<file path="config.mk">
export PLATFORM = sky130hd
export DESIGN_NAME = pet_stat_engine
export DESIGN_NICKNAME = d
export VERILOG_FILES = /design/src/rtl/pet_stat_engine.sv
export SDC_FILE = /design/constraint.sdc
export NUM_CORES = 1
export LEC_CHECK = 0
export CAP_MARGIN = 40
export CORE_ASPECT_RATIO = 1.1
export CORE_MARGIN = 2
export CORE_UTILIZATION = 35
export DETAILED_ROUTE_END_ITERATION = 12
export GPL_TIMING_DRIVEN = 0
export PLACE_DENSITY = 0.62
export SLEW_MARGIN = 20
export SYNTH_ARGS = -nofsm -noshare
export SYNTH_HDL_FRONTEND = slang
export SYNTH_SLANG_ARGS = --single-unit
</file>
<file path="constraint.sdc">
create_clock -name clk -period 3.25 [get_ports clk]
set_input_delay 0.65 -clock clk [delete_from_list [all_inputs] [get_ports clk]]
set_output_delay 0.65 -clock clk [all_outputs]
set_load 0.02 [all_outputs]
</file>
<file path="src/rtl/pet_stat_engine.sv">
// rtl/pet_stat_engine.sv - virtual pet stat engine: tick divider, stat channels, care commands, mode FSM
// Stats drift up on random ticks; care commands pull them back; any stat at max forces CRITICAL.
module pet_stat_engine #(
  parameter int                     NUM_STATS   = 6,
  parameter int                     STAT_W      = 5,
  parameter int                     STAT_MAX    = 15,
  parameter int                     TICK_DIV    = 27000000,
  parameter int                     SLEEP_DECAY = 2,
  parameter int                     ENERGY_IDX  = 4,
  parameter logic [NUM_STATS*8-1:0] CMD_CODES   = {8'h74, 8'h00, 8'h62, 8'h64, 8'h70, 8'h65},
  parameter logic [7:0]             CMD_SLEEP   = 8'h73,
  parameter logic [7:0]             CMD_WAKE    = 8'h77,
  parameter logic [7:0]             CMD_REVIVE  = 8'h72
) (
  input  logic                          clk,
  input  logic                          reset,
  input  logic [7:0]                    cmd,
  input  logic [7:0]                    random,
  output logic [NUM_STATS*STAT_W-1:0]   stats,
  output logic [1:0]                    mode,
  output logic                          tick,
  output logic                          second,
  output logic [7:0]                    crit_ticks
);

  localparam int DIV_W = $clog2(TICK_DIV);
  localparam int SLP_W = (SLEEP_DECAY > 1) ? $clog2(SLEEP_DECAY) : 1;
  localparam logic [DIV_W-1:0]  DIV_LAST = DIV_W'(TICK_DIV - 1);
  localparam logic [SLP_W-1:0]  SLP_LAST = SLP_W'(SLEEP_DECAY - 1);
  localparam logic [STAT_W-1:0] S_MAX    = STAT_W'(STAT_MAX);

  typedef enum logic [1:0] {
    ST_AWAKE = 2'd0,
    ST_SLEEP = 2'd1,
    ST_CRIT  = 2'd2
  } mode_t;

  mode_t              r_mode;
  mode_t              w_mode_nxt;
  logic [DIV_W-1:0]   r_div;
  logic [DIV_W-1:0]   w_div_nxt;
  logic               r_tick;
  logic               r_second;
  logic [7:0]         r_crit;
  logic [SLP_W-1:0]   r_slp_cnt;
  logic               r_armed;
  logic [STAT_W-1:0]  r_stat     [NUM_STATS];
  logic [STAT_W-1:0]  w_stat_nxt [NUM_STATS];
  logic               w_inc      [NUM_STATS];
  logic               w_dec      [NUM_STATS];
  logic [2:0]         w_sel;
  logic               w_cmd_nz;
  logic               w_accept;
  logic               w_revive;
  logic               w_sleep_hit;
  logic               w_any_max;
  logic [STAT_W-1:0]  w_energy;
  logic               w_unused_random;

  assign w_sel           = random[2:0];
  assign w_unused_random = ^random[7:3];
  assign w_energy        = r_stat[ENERGY_IDX];

  // r_tick is high exactly while the divider sits at its last count
  assign w_div_nxt = (r_div == DIV_LAST) ? '0 : r_div + DIV_W'(1);

  always_ff @(posedge clk or posedge reset) begin
    if (reset) begin
      r_div    <= '0;
      r_tick   <= 1'b0;
      r_second <= 1'b0;
    end else begin
      r_div  <= w_div_nxt;
      r_tick <= (w_div_nxt == DIV_LAST);
      if (r_tick) r_second <= ~r_second;
    end
  end

  // In CRITICAL only revive may consume the armed flag
  assign w_cmd_nz = |cmd;
  assign w_accept = r_armed && w_cmd_nz && !(r_mode == ST_CRIT && cmd != CMD_REVIVE);
  assign w_revive = w_accept && (r_mode == ST_CRIT);

  always_ff @(posedge clk or posedge reset) begin
    if (reset)          r_armed <= 1'b1;
    else if (!w_cmd_nz) r_armed <= 1'b1;
    else if (w_accept)  r_armed <= 1'b0;
  end

  assign w_sleep_hit = r_tick && (r_mode == ST_SLEEP) && (r_slp_cnt == SLP_LAST);

  always_ff @(posedge clk or posedge reset) begin
    if (reset)                  r_slp_cnt <= '0;
    else if (r_mode != ST_SLEEP) r_slp_cnt <= '0;
    else if (r_tick)             r_slp_cnt <= (r_slp_cnt == SLP_LAST) ? '0 : r_slp_cnt + SLP_W'(1);
  end

  always_comb begin
    w_any_max = 1'b0;
    for (int k = 0; k < NUM_STATS; k++) begin
      if (r_stat[k] == S_MAX) w_any_max = 1'b1;
    end
  end

  always_comb begin
    w_mode_nxt = r_mode;
    case (r_mode)
      ST_AWAKE: if (w_accept && cmd == CMD_SLEEP) w_mode_nxt = ST_SLEEP;
      ST_SLEEP: if ((w_accept && cmd == CMD_WAKE) || w_energy == '0) w_mode_nxt = ST_AWAKE;
      ST_CRIT:  if (w_revive) w_mode_nxt = ST_AWAKE;
      default:  w_mode_nxt = ST_AWAKE;
    endcase
    if (w_any_max && !w_revive) w_mode_nxt = ST_CRIT;
  end

  always_ff @(posedge clk or posedge reset) begin
    if (reset) r_mode <= ST_AWAKE;
    else       r_mode <= w_mode_nxt;
  end

  // An increment and a decrement landing on one channel cancel out
  always_comb begin
    for (int k = 0; k < NUM_STATS; k++) begin
      w_inc[k] = r_tick && (w_sel == 3'(k)) &&
                 (r_mode == ST_AWAKE || (r_mode == ST_SLEEP && k != ENERGY_IDX));
      w_dec[k] = (w_accept && r_mode == ST_AWAKE && CMD_CODES[k*8 +: 8] != 8'h00 &&
                  cmd == CMD_CODES[k*8 +: 8]) ||
                 (k == ENERGY_IDX && w_sleep_hit);
      w_stat_nxt[k] = r_stat[k];
      if (w_revive) begin
        w_stat_nxt[k] = '0;
      end else if (w_inc[k] && !w_dec[k]) begin
        if (r_stat[k] < S_MAX) w_stat_nxt[k] = r_stat[k] + STAT_W'(1);
      end else if (w_dec[k] && !w_inc[k]) begin
        if (r_stat[k] != '0) w_stat_nxt[k] = r_stat[k] - STAT_W'(1);
      end
    end
  end

  always_ff @(posedge clk or posedge reset) begin
    if (reset) begin
      for (int k = 0; k < NUM_STATS; k++) r_stat[k] <= '0;
    end else begin
      for (int k = 0; k < NUM_STATS; k++) r_stat[k] <= w_stat_nxt[k];
    end
  end

  always_ff @(posedge clk or posedge reset) begin
    if (reset)                                               r_crit <= 8'd0;
    else if (w_revive)                                       r_crit <= 8'd0;
    else if (r_mode == ST_CRIT && r_tick && r_crit != 8'hFF) r_crit <= r_crit + 8'd1;
  end

  for (genvar g = 0; g < NUM_STATS; g++) begin : g_pack
    assign stats[g*STAT_W +: STAT_W] = r_stat[g];
  end

  assign mode       = r_mode;
  assign tick       = r_tick;
  assign second     = r_second;
  assign crit_ticks = r_crit;

endmodule

</file>
[Word-level counts from Yosys, hierarchy flattened]
Cells that the tools add are included.
Operators by class
  bitwise logic cells: 1
  $lt $le $gt $ge: 6
  eq/ne operators: 35
  reductions and logical operators: 88
  multiplexer cells: 49
  add/sub/neg operators: 15
Operators by type and width (number)
  $mux 5: 30
  $eq 8x7->1 const B: 7
  $eq 25x25->1 const B: 2
  $logic_and 1x1->1: 41
  $reduce_bool 3->1: 12
  $add 5x1->5 const B: 6
  $eq 5x4->1 const B: 6
  $lt 5x4->1 const B: 6
  $reduce_bool 5->1: 6
  $sub 5x1->5 const B: 6
  $add 25x1->25 const B: 1
  $mux 25: 1
  $ne 3x2->1 const B: 7
  $reduce_and 3->1: 7
  $mux 8: 2
  $logic_not 1->1: 14
  $mux 1: 11
  $add 8x1->8 const B: 1
  $mux 2: 4
  $ne 8x7->1 const B: 1
  $ne 8x8->1 const B: 1
  $reduce_or 8->1: 1
  $eq 3x2->1 const B: 2
  $eq 3x3->1 const B: 2
  13 further kinds: 17
Word-level totals
  input bits: 18
  flip-flop bits (word level): 69
  output and inout bits: 42

[Longest topological paths before layout]
  depth in word-level cells: 10
  depth in mapped cells: 12

[Worst setup path after synthesis]
OpenSTA, ideal clock, no wires.
  path type: input -> register
  start: in cmd[4]
  end: reg r_stat, in the netlist stats[14]
  arrival time: 2876 ps
  setup time: 72 ps
  stages on the path: 9
  path buffers: 0
  setup slack: 302 ps
  data required time: 3178 ps
  path through: or3_1 or2_4 o21ai_0 ha_1 a21o_1 a21o_1 a22oi_1 o22ai_1 nor2_1
Between the ends
  word-level cells in the longest chain between the ends: 10
  elaborated cells between the ends (all ways): 19
Ends and longest elaborated chain
  start, declared: RTL line 17  | input logic [7:0] cmd,
  $ne 8x7->1: RTL line 81  | assign w_accept = r_armed && w_cmd_nz && !(r_mode == ST_CRIT && cmd != CMD_REVIVE);
  $logic_and 1x1->1: RTL line 81
  $logic_not 1->1: RTL line 81
  $logic_and 1x1->1: RTL line 81
  $logic_and 1x1->1 (2 in series): RTL line 126  | w_dec[k] = (w_accept && r_mode == ST_AWAKE && CMD_CODES[k*8 +: 8] != 8'h00 &&
  $logic_not 1->1: RTL line 132  | end else if (w_inc[k] && !w_dec[k]) begin
  $logic_and 1x1->1: RTL line 132
  $ne 3x2->1 (no source line), or another cell as far along
  $reduce_and 3->1 (no source line) / $mux 5 (equally long branches)
  end, declared: RTL line 47  | logic [STAT_W-1:0] r_stat [NUM_STATS];
Several ways; a longest one is shown, not always the timed one.
A chain may end at the register's enable or synchronous reset.

[Worst setup path in the final report]
  start: in cmd[6]
  end: reg r_stat, in the netlist stats[9]
Same word-level chain as after synthesis.

==> out/metrics.yaml <==
n_antenna_cell: 0
final_common_cell: "dfrtp_1"
rows: 43
clock_latency_ns: 0.33
layout-drive-gt1-share_pct: 8.40
status: "finished clean"
crit_arrival_ns: 3.30
yosys_warnings: 0
fin_skew_ns: 0.0104
syn2layout_area_growth_pct: 25.6
synth_seq_area_share_pct: 39.1
drt-initial-drc-count: 202
use_met1_pct: 20.6
synth_ff_type: "dfrtp_1"
synthCells: 464
clock_power_share_pct: 49.6
coreArea_um2: 12500
period_minus_slack_ns: 3.12
start_kind: "input port"
syn-cell-area_um2: 4420
post-dp-hpwl_um: 7920
clock_path_buffers: 2
final_cell_mix: "dfrtp_1 (68), nor2_1 (61), clkdlybuf4s50_1 (54)"
synth_edf_count: 0
post-place-ws_ns: -0.530
synthDistinctLibCells: 61
dieArea_um2: 13500
slew_headroom_pct: 52.4
gp_congestion: 0.875
period_share_pct: 96.0
grt.overflow.total: 0
tightestPinTransition_ns: 0.711
placed_cells: 677
wl_per_cell_um: 15.6
placed_area_um2: 5190
met2_usage_pct: 29.0
die_w_um: 111
slew_viol_final: 0
drt_pass1_iterations: 5
critPathKind: "input port to register"
async_reset_ff_share_pct: 100
fin_ws_ns: 0.130
max_freq_mhz: 320
io_pins: 60
cts_setup_buffers: 0
grt_max_degree: 55
hold_viol: 0
grt_pass1_wl_um: 18200
via_per_inst: 5.41
irDropWorstVdd_mv: 0.234
yosys_register_bits: 69
syn_nets: 512
grtUsageTotal_pct: 16.5
rsz0062_at_grt: "no"
cts_max_level: 3
p_leak_nw: 2.37
p_comb_share_pct: 7.0
cts_tree: "done"
antenna_left: 0
finalNetCount: 579
finish.instance_area_um2: 5550
maxCapViolCount: 0
end_kind: "register"
start_util_pct: 35.4
setup_viol_count_final: 0
hold_class: "register to register"
cell_internal_pwr_mw: 1.60
clock_sinks: 69
via_count: 3748
whs_ns: 0.466
busiest_layer: "met2"
finalSetupTns_ns: 0
met3_usage_pct: 3.23
port_buffers: 54
instances_no_fill: 693
chipHeight_um: 122
p_per_area_nw_per_um2: 373
synth.avg_cell_area_um2: 9.52
critPathRequiredTime_ns: 3.43
cts_buffers: 9
swShare_pct: 22.7
grt_pass1_vias: 3803
wirelength_um: 10800
sequentialPowerShare_pct: 43.4
cts-root-buf: "clkbuf_16"
antenna_found_initial: 0
drc: 0
clkTransAtPathRegs_ns: 0.06
switchingPower_uw: 470
crit_path_max_fanout: 4
==> final timing paths <==
check	startpoint	endpoint	slack (ns)	cells after the start
max in group asynchronous	reset	r_armed$_DFFE_PP1P_	2.06	3
max	cmd[6]	stats[9]$_DFFE_PP0P_	0.13	12
min	second$_DFFE_PP0P_	second$_DFFE_PP0P_	0.47	1
min reg2reg	second$_DFFE_PP0P_	second$_DFFE_PP0P_	0.47	1
min in group asynchronous	reset	second$_DFFE_PP0P_	0.60	2
max reg2reg	mode[1]$_DFFE_PP0P_	stats[9]$_DFFE_PP0P_	0.46	10
==> critical path: stages <==
cell             delay [ns]
clkdlybuf4s50_1        0.53
and3b_1                0.22
nand3_1                0.23
nor3_4                 0.31
nand2b_1               0.24
ha_1                   0.30
a21o_1                 0.19
a21o_1                 0.18
a31oi_1                0.15
nor2_1                 0.06
a21oi_1                0.14
a21oi_1                0.08
==> state kept, by name, summed over array words and instances (netlist names) <==
name	flops
tick	1
second	1
r_slp_cnt	1
w_energy	5
r_armed	1
r_div	25
stats	25
crit_ticks	8
mode	2
==> what timing repair did <==
item	4_1_cts	5_1_grt
hold buffers	0	0
gates resized for setup	6	6
endpoints found under the setup margin	5	6
==> synth_stat cells (all sizes together) (2+ instances only) <==
library cell	number	share of area (%)
nor2b	3	0.42
nor3b	2	0.34
xnor2	21	4.2
buf	5	0.62
nor4b	4	0.79
a21o	13	2.2
inv	6	0.51
nand2	34	2.9
and4	6	1.2
mux2i	14	3.2
a22oi	2	0.34
nor2	62	5.3
xor2	28	5.6
a21oi	25	2.9
clkbuf	4	0.34
fa	6	2.7
nand2b	2	0.28
and3b	2	0.40
nand4	17	2.4
nor3	15	1.8
dfrtp	68	39
ha	24	6.8
mux2	2	0.51
or4	7	1.4
nand3	26	2.9
o22ai	2	0.28
nand3b	4	0.68
o21ai	15	1.7
or3	3	0.42
a31oi	2	0.28
o31ai	6	1.3
nand4b	3	0.60
or2	2	0.34
and3	8	1.1
nor4	3	0.42
==> stage by stage <==
stage	utilization (%)	power, mW
floorplan	-	0.985
global placement	41.3	1.05
detailed placement	41.6	1.06
CTS	44.2	2.09
global route	44.5	2.15
finish	44.5	2.07
==> power by group through the flow <==
stage          sequential [mW]  combinational (mW)  clock (mW)
3_5_place_dp             0.912               0.143           0
2_1_floorplan            0.923              0.0625           0
5_1_grt                  0.900               0.160        1.09
6_report                 0.898               0.145        1.03
3_3_place_gp             0.912               0.137           0
4_1_cts                  0.897               0.145        1.05
==> routing by layer <==
| layer | vias up | routed length (µm) |
|---|---|---|
| li1 | 1829 | - |
| met3 | 18 | 473 |
| met2 | 100 | 5360 |
| met1 | 1801 | 4760 |
| met5 | - | 0 |
| met4 | 0 | 201 |
==> final cells by class <==
class / instances / area (µm²)
tap: 157 / 196
sequential: 69 / 1730
fill: 1185 / 6930
multi-input combinational: 380 / 2670
buffer: 9 / 42.5
clock inverter: 3 / 42.5
inverter: 6 / 25.0
clock buffer: 13 / 270
timing repair buffer: 56 / 573
==> cell families after synthesis <==
kind of cell	Yosys count	share of synthesized area, %
adder cells (fa/ha/maj)	30	9.52
multiplexers	16	3.68
XOR/XNOR	49	9.72
AND/OR/NAND/NOR	210	25.3
flip-flops	69	39.1
buffers and inverters	15	1.47
AO/OA/AOI/OAI	75	11.2
Power figures use the tool's default switching activity.
==> patch 1 (same flow settings) <==
Put a register stage on the output `stats`, cleared by the reset. The value now appears one clock later. The other outputs are not delayed to match.
--- a/src/rtl/pet_stat_engine.sv
+++ b/src/rtl/pet_stat_engine.sv
@@ -34,6 +34,8 @@
     ST_SLEEP = 2'd1,
     ST_CRIT  = 2'd2
   } mode_t;
+
+  logic [NUM_STATS*STAT_W-1:0] stats_d;
 
   mode_t              r_mode;
   mode_t              w_mode_nxt;
@@ -152,7 +154,7 @@
   end
 
   for (genvar g = 0; g < NUM_STATS; g++) begin : g_pack
-    assign stats[g*STAT_W +: STAT_W] = r_stat[g];
+    assign stats_d[g*STAT_W +: STAT_W] = r_stat[g];
   end
 
   assign mode       = r_mode;
@@ -160,5 +162,13 @@
   assign second     = r_second;
   assign crit_ticks = r_crit;
 
+  always_ff @(posedge clk or posedge reset) begin
+    if (reset) begin
+      stats <= '0;
+    end else begin
+      stats <= stats_d;
+    end
+  end
+
 endmodule
 
Check against the original RTL: no difference found for any inputs over 10 cycles, from zero or initial values and one cycle with reset high; that may be too few to reach the edited logic, so the function may still have changed.
==> patch 1 against the unedited design <==
- utilization decreased by 0.67 points
- global-route usage decreased by 1.3 points
- setup slack improved by 0.12 ns
- first-iteration DRC count increased by 60%
- clock skew increased by 0.00063 ns
- area after synthesis increased by 17%
- routed wire length increased by 6.4%
- cell area increased by 14%
- sequential cell count increased by 30
- critical path depth decreased by 1
Power is not compared: it rests on default switching activity, and its combinational part moved more than twofold at a synthesized area within 25%.
==> patch 1: results (changes against the unedited design) <==
Critical path:
- The longest individual stage delay on the worst path is 0.47 ns (-0.06 ns).

Status:
- The run finished with clean final reports.

Clock network:
- The latest clock arrival within the worst-skew pair was 0.35 ns (+0.02 ns).

Placement:
- The final RePlAce weighted congestion is 0.8093 (-7.5%).
- The half-perimeter wire length after detailed placement is 8341 microns (+5.3%).

Global route:
- The routing usage on met1 is 0.1901 (-0.01568).
- The total track usage was 0.1518 (-0.01332).
- The routing usage on met3 is 0.02734 (-0.004995).

Layout:
- The non-clock buffering overhead in the final layout was 0.09830 (-0.01264).
- The clock buffer count in the final layout is 10 (-3).
- The area taken by flip-flops and latches is 2479 sq um (+43%).
- The share of post-route cells with drive strength above 1 was 0.08333 (-0.0006219).
- The total area of multi-input combinational cells is 2614 sq um (-2.2%).
- The number of non-clock buffers in the layout came to 67 (+3.1%).
- The total number of multi-input combinational cells is 383 (+0.79%).
- The final-layout fill cell count was 1356 (+14%).
- The sequential cell count of the final layout is 99 (+43%).
- The number of logic inverters in the finished layout is 11 (+5).

Routing:
- The number of violations reported at the end of detailed-routing iteration 0 is 324 (+60%).
- The number of iterations in the first detailed-routing pass is 4 (-1).
- The sum of met2 wire segment lengths after detailed routing is 5914 microns (+10%).
- The routed metal-1 wire length is 5121 microns (+7.5%).
- The detailed-routed wire length on met3 came to 311 microns (-34%).

Logic synthesis:
- The post-synthesis adder-cell area fraction is 0.08104 (-0.01414).
- The xor/xnor share of the synthesized area is 0.06922 (-0.02794).
- The per-instance average area after synthesis came to 10.27 sq um (+7.9%).
- Sorting the synthesized cells by how often they occur yields sky130_fd_sc_hd__dfrtp_1 (98), sky130_fd_sc_hd__nor2_1 (61), sky130_fd_sc_hd__nand2_1 (42).
- The multiplexer share of the synthesized area came to 0.03521 (-0.001613).
- The share of the synthesized area in compound gates (AO/OA/AOI/OAI) is 0.09214 (-0.02004).
- The share of synthesized area occupied by flip-flops and latches is 0.4778 (+0.08659).

Timing:
- The transition at the pin with the smallest max-transition slack was 0.6556 ns (-0.05499 ns).

Min path:
- The end point of the worst hold path is stats[3].
- The hold-critical path depth is 0 (-1).
==> patch 1: cell types whose count changed in the layout (fill, tap and decap cells not counted), moves of 7 or more <==
| cell | change |
|---|---|
| sky130_fd_sc_hd__dfrtp_1 | +30 |
| sky130_fd_sc_hd__nor3_1 | +14 |
| sky130_fd_sc_hd__xor2_1 | -13 |
| sky130_fd_sc_hd__mux2_2 | +8 |
| sky130_fd_sc_hd__nand2_1 | +8 |
| sky130_fd_sc_hd__mux2i_1 | -7 |
==> patch 1: metrics by stage <==
step                setup WS [ns]  power [mW]  hold slack (ns)  utilization  instance area (sq um)
floorplan                 0.01123       1.731           0.4078            -                   5187
global placement           -1.554       1.904           0.4380       0.4131                   5968
detailed placement       -0.08245       1.927           0.4522       0.4154                   6001
CTS                        0.2995       3.105           0.4584       0.4379                   6326
global route              0.08410       3.228           0.4770       0.4379                   6326
finish                     0.2493       3.075           0.4590       0.4379                   6326
==> patch 2 (same settings) <==
Made on the original files. Set the parameter `TICK_DIV` to 54000000 (it was 27000000).
--- a/src/rtl/pet_stat_engine.sv
+++ b/src/rtl/pet_stat_engine.sv
@@ -4,7 +4,7 @@
   parameter int                     NUM_STATS   = 6,
   parameter int                     STAT_W      = 5,
   parameter int                     STAT_MAX    = 15,
-  parameter int                     TICK_DIV    = 27000000,
+  parameter int                     TICK_DIV    = 54000000,
   parameter int                     SLEEP_DECAY = 2,
   parameter int                     ENERGY_IDX  = 4,
   parameter logic [NUM_STATS*8-1:0] CMD_CODES   = {8'h74, 8'h00, 8'h62, 8'h64, 8'h70, 8'h65},
Formal check against the unedited RTL: same outputs for any inputs over 10 cycles, from zero or initial values and one cycle with reset high; that may be too few to reach the edited logic, so the function may still have changed.
==> patch 2 against the unedited design <==
- setup slack improved by 0.041 ns
- area after synthesis increased by 5.9%
- global-route usage up 0.25 points
- maximum frequency is 1.3% higher
- sequential cell count rose by 1
- routed wire length is 5.3% higher
- count of clock-buffer cells in the layout is 2 lower
- cell area up 4.2%
- cell count rose by 3.8%
- critical endpoint is now stats[14]
- largest cell class unchanged
Power is not compared: it rests on default switching activity, and its combinational part moved more than twofold at a synthesized area within 25%.
==> patch 2: results (changes against the unedited design) <==
Status:
- The flow ran to the end, and the final reports show no timing, DRC or antenna violations.

Layout:
- The final-layout fill cell count came to 1272 (+7.3%).
- The share of post-route cells with drive strength above 1 came to 0.08961 (+0.005651).
- The utilization after layout is 0.4414 (-0.003200).
- The final net count is 601 (+3.8%).

Timing:
- The clock period minus final worst setup slack is 3.079 ns (-0.04105 ns).
- The tightest hold margin is 0.4801 ns (+0.01454 ns).
- The headroom to the max-slew limit is 0.5069 (-0.01720).
- The worst clock skew on the final layout is 0.008684 ns (-0.001669 ns).

Critical path:
- The worst-case reg-to-reg path depth came to 9 (-1).
- The worst flop-to-flop path endpoint is stats[14].
- The worst flop-to-flop path startpoint is tick.
- The setup slack of the most critical reg-to-reg path is 0.44 ns (-0.02 ns).
- The longest individual stage delay on the worst path is 0.49 ns (-0.04 ns).
- The data arrival time of the worst path was 3.34 ns (+0.04 ns).
- The top fanout value on the critical path is 5 (+1).
- The worst setup path startpoint is random[2].

Placement:
- The post-placement cell area was 5449 sq um (+5.0%).
- The worst setup slack after placement was -0.1076 ns (+0.4222 ns).
- The post-placement cell count is 703 (+3.8%).
- The final RePlAce weighted congestion is 0.8181 (-6.5%).
- The half-perimeter wire length after detailed placement is 8155 microns (+3.0%).

Logic synthesis:
- After synthesis, the cell types taking the most area are sky130_fd_sc_hd__dfrtp_1 (37%), sky130_fd_sc_hd__ha_1 (6.4%), sky130_fd_sc_hd__xor2_1 (5.1%).
- The number of nets produced by synthesis is 535 (+4.5%).
- By count the netlist is led by sky130_fd_sc_hd__dfrtp_1 (69), sky130_fd_sc_hd__nor2_1 (62), sky130_fd_sc_hd__nand2_1 (43).
- The post-synthesis adder-cell area fraction is 0.08989 (-0.005296).
- The total of warnings raised by yosys is 0 (unchanged).
- The multiplexer share of the synthesized area is 0.02194 (-0.01489).
- The share of the synthesized area in compound gates (AO/OA/AOI/OAI) is 0.1110 (-0.001159).
- The per-instance average area after synthesis was 9.604 sq um (+0.89%).
- The share of synthesized area occupied by flip-flops and latches came to 0.3748 (-0.01642).

Global route:
- The first-pass GRT wire length came to 19430 microns (+6.8%).
- The total track usage came to 0.1676 (+0.002531).
- The number of global-route vias before repair is 3939 (+3.6%).

Routing:
- The number of violations reported at the end of detailed-routing iteration 0 is 272 (+35%).
- The ratio of routed vias to standard cells came to 5.445 (+0.68%).
- The average wire per cell in the routed design is 15.80 microns (+1.4%).
- The aggregate routed wire length is 11360 microns (+5.3%).

Clock network:
- The post-cts sizing count came to 0 (-6).
patch 2: changes by cell type after synthesis, moves of 3 or more:
cell | before | now
sky130_fd_sc_hd__a211o_1 | 0 | 3
sky130_fd_sc_hd__a21oi_1 | 24 | 17
sky130_fd_sc_hd__a22o_1 | 0 | 3
sky130_fd_sc_hd__and3_1 | 8 | 11
sky130_fd_sc_hd__buf_6 | 0 | 4
sky130_fd_sc_hd__inv_1 | 6 | 2
sky130_fd_sc_hd__mux2i_1 | 14 | 8
sky130_fd_sc_hd__nand2_1 | 34 | 43
sky130_fd_sc_hd__nand2b_1 | 2 | 5
sky130_fd_sc_hd__nand3_1 | 26 | 23
sky130_fd_sc_hd__nor2b_1 | 3 | 6
sky130_fd_sc_hd__xnor2_1 | 21 | 24
patch 2: routing by layer:
metal	share of wire	track usage	up-vias	wire [microns]
li1	-	-	1905	-
met1	0.45	0.2119	1919	5163
met2	0.49	0.2833	77	5572
met3	0.041	0.04363	14	466
met4	0.014	0.04519	0	159
met5	0	0	-	0
patch 2: area by class of cell:
| type | count | area share |
|---|---|---|
| timing repair buffer | 55 | 0.09823 |
| clock inverter | 5 | 0.01406 |
| buffer | 14 | 0.01623 |
| tap | 161 | 0.03483 |
| clock buffer | 11 | 0.04370 |
| multi-input combinational | 401 | 0.4881 |
| sequential | 70 | 0.3031 |
| inverter | 2 | 0.001731 |
patch 2: power groups by stage:
stage          Combinational, mW  Clock (mW)  Sequential, mW
2_1_floorplan             0.0187           0           0.888
3_3_place_gp              0.0439           0           0.888
3_5_place_dp              0.0496           0           0.888
4_1_cts                   0.0501        1.13           0.872
5_1_grt                   0.0545        1.17           0.871
6_report                  0.0486        1.11           0.872
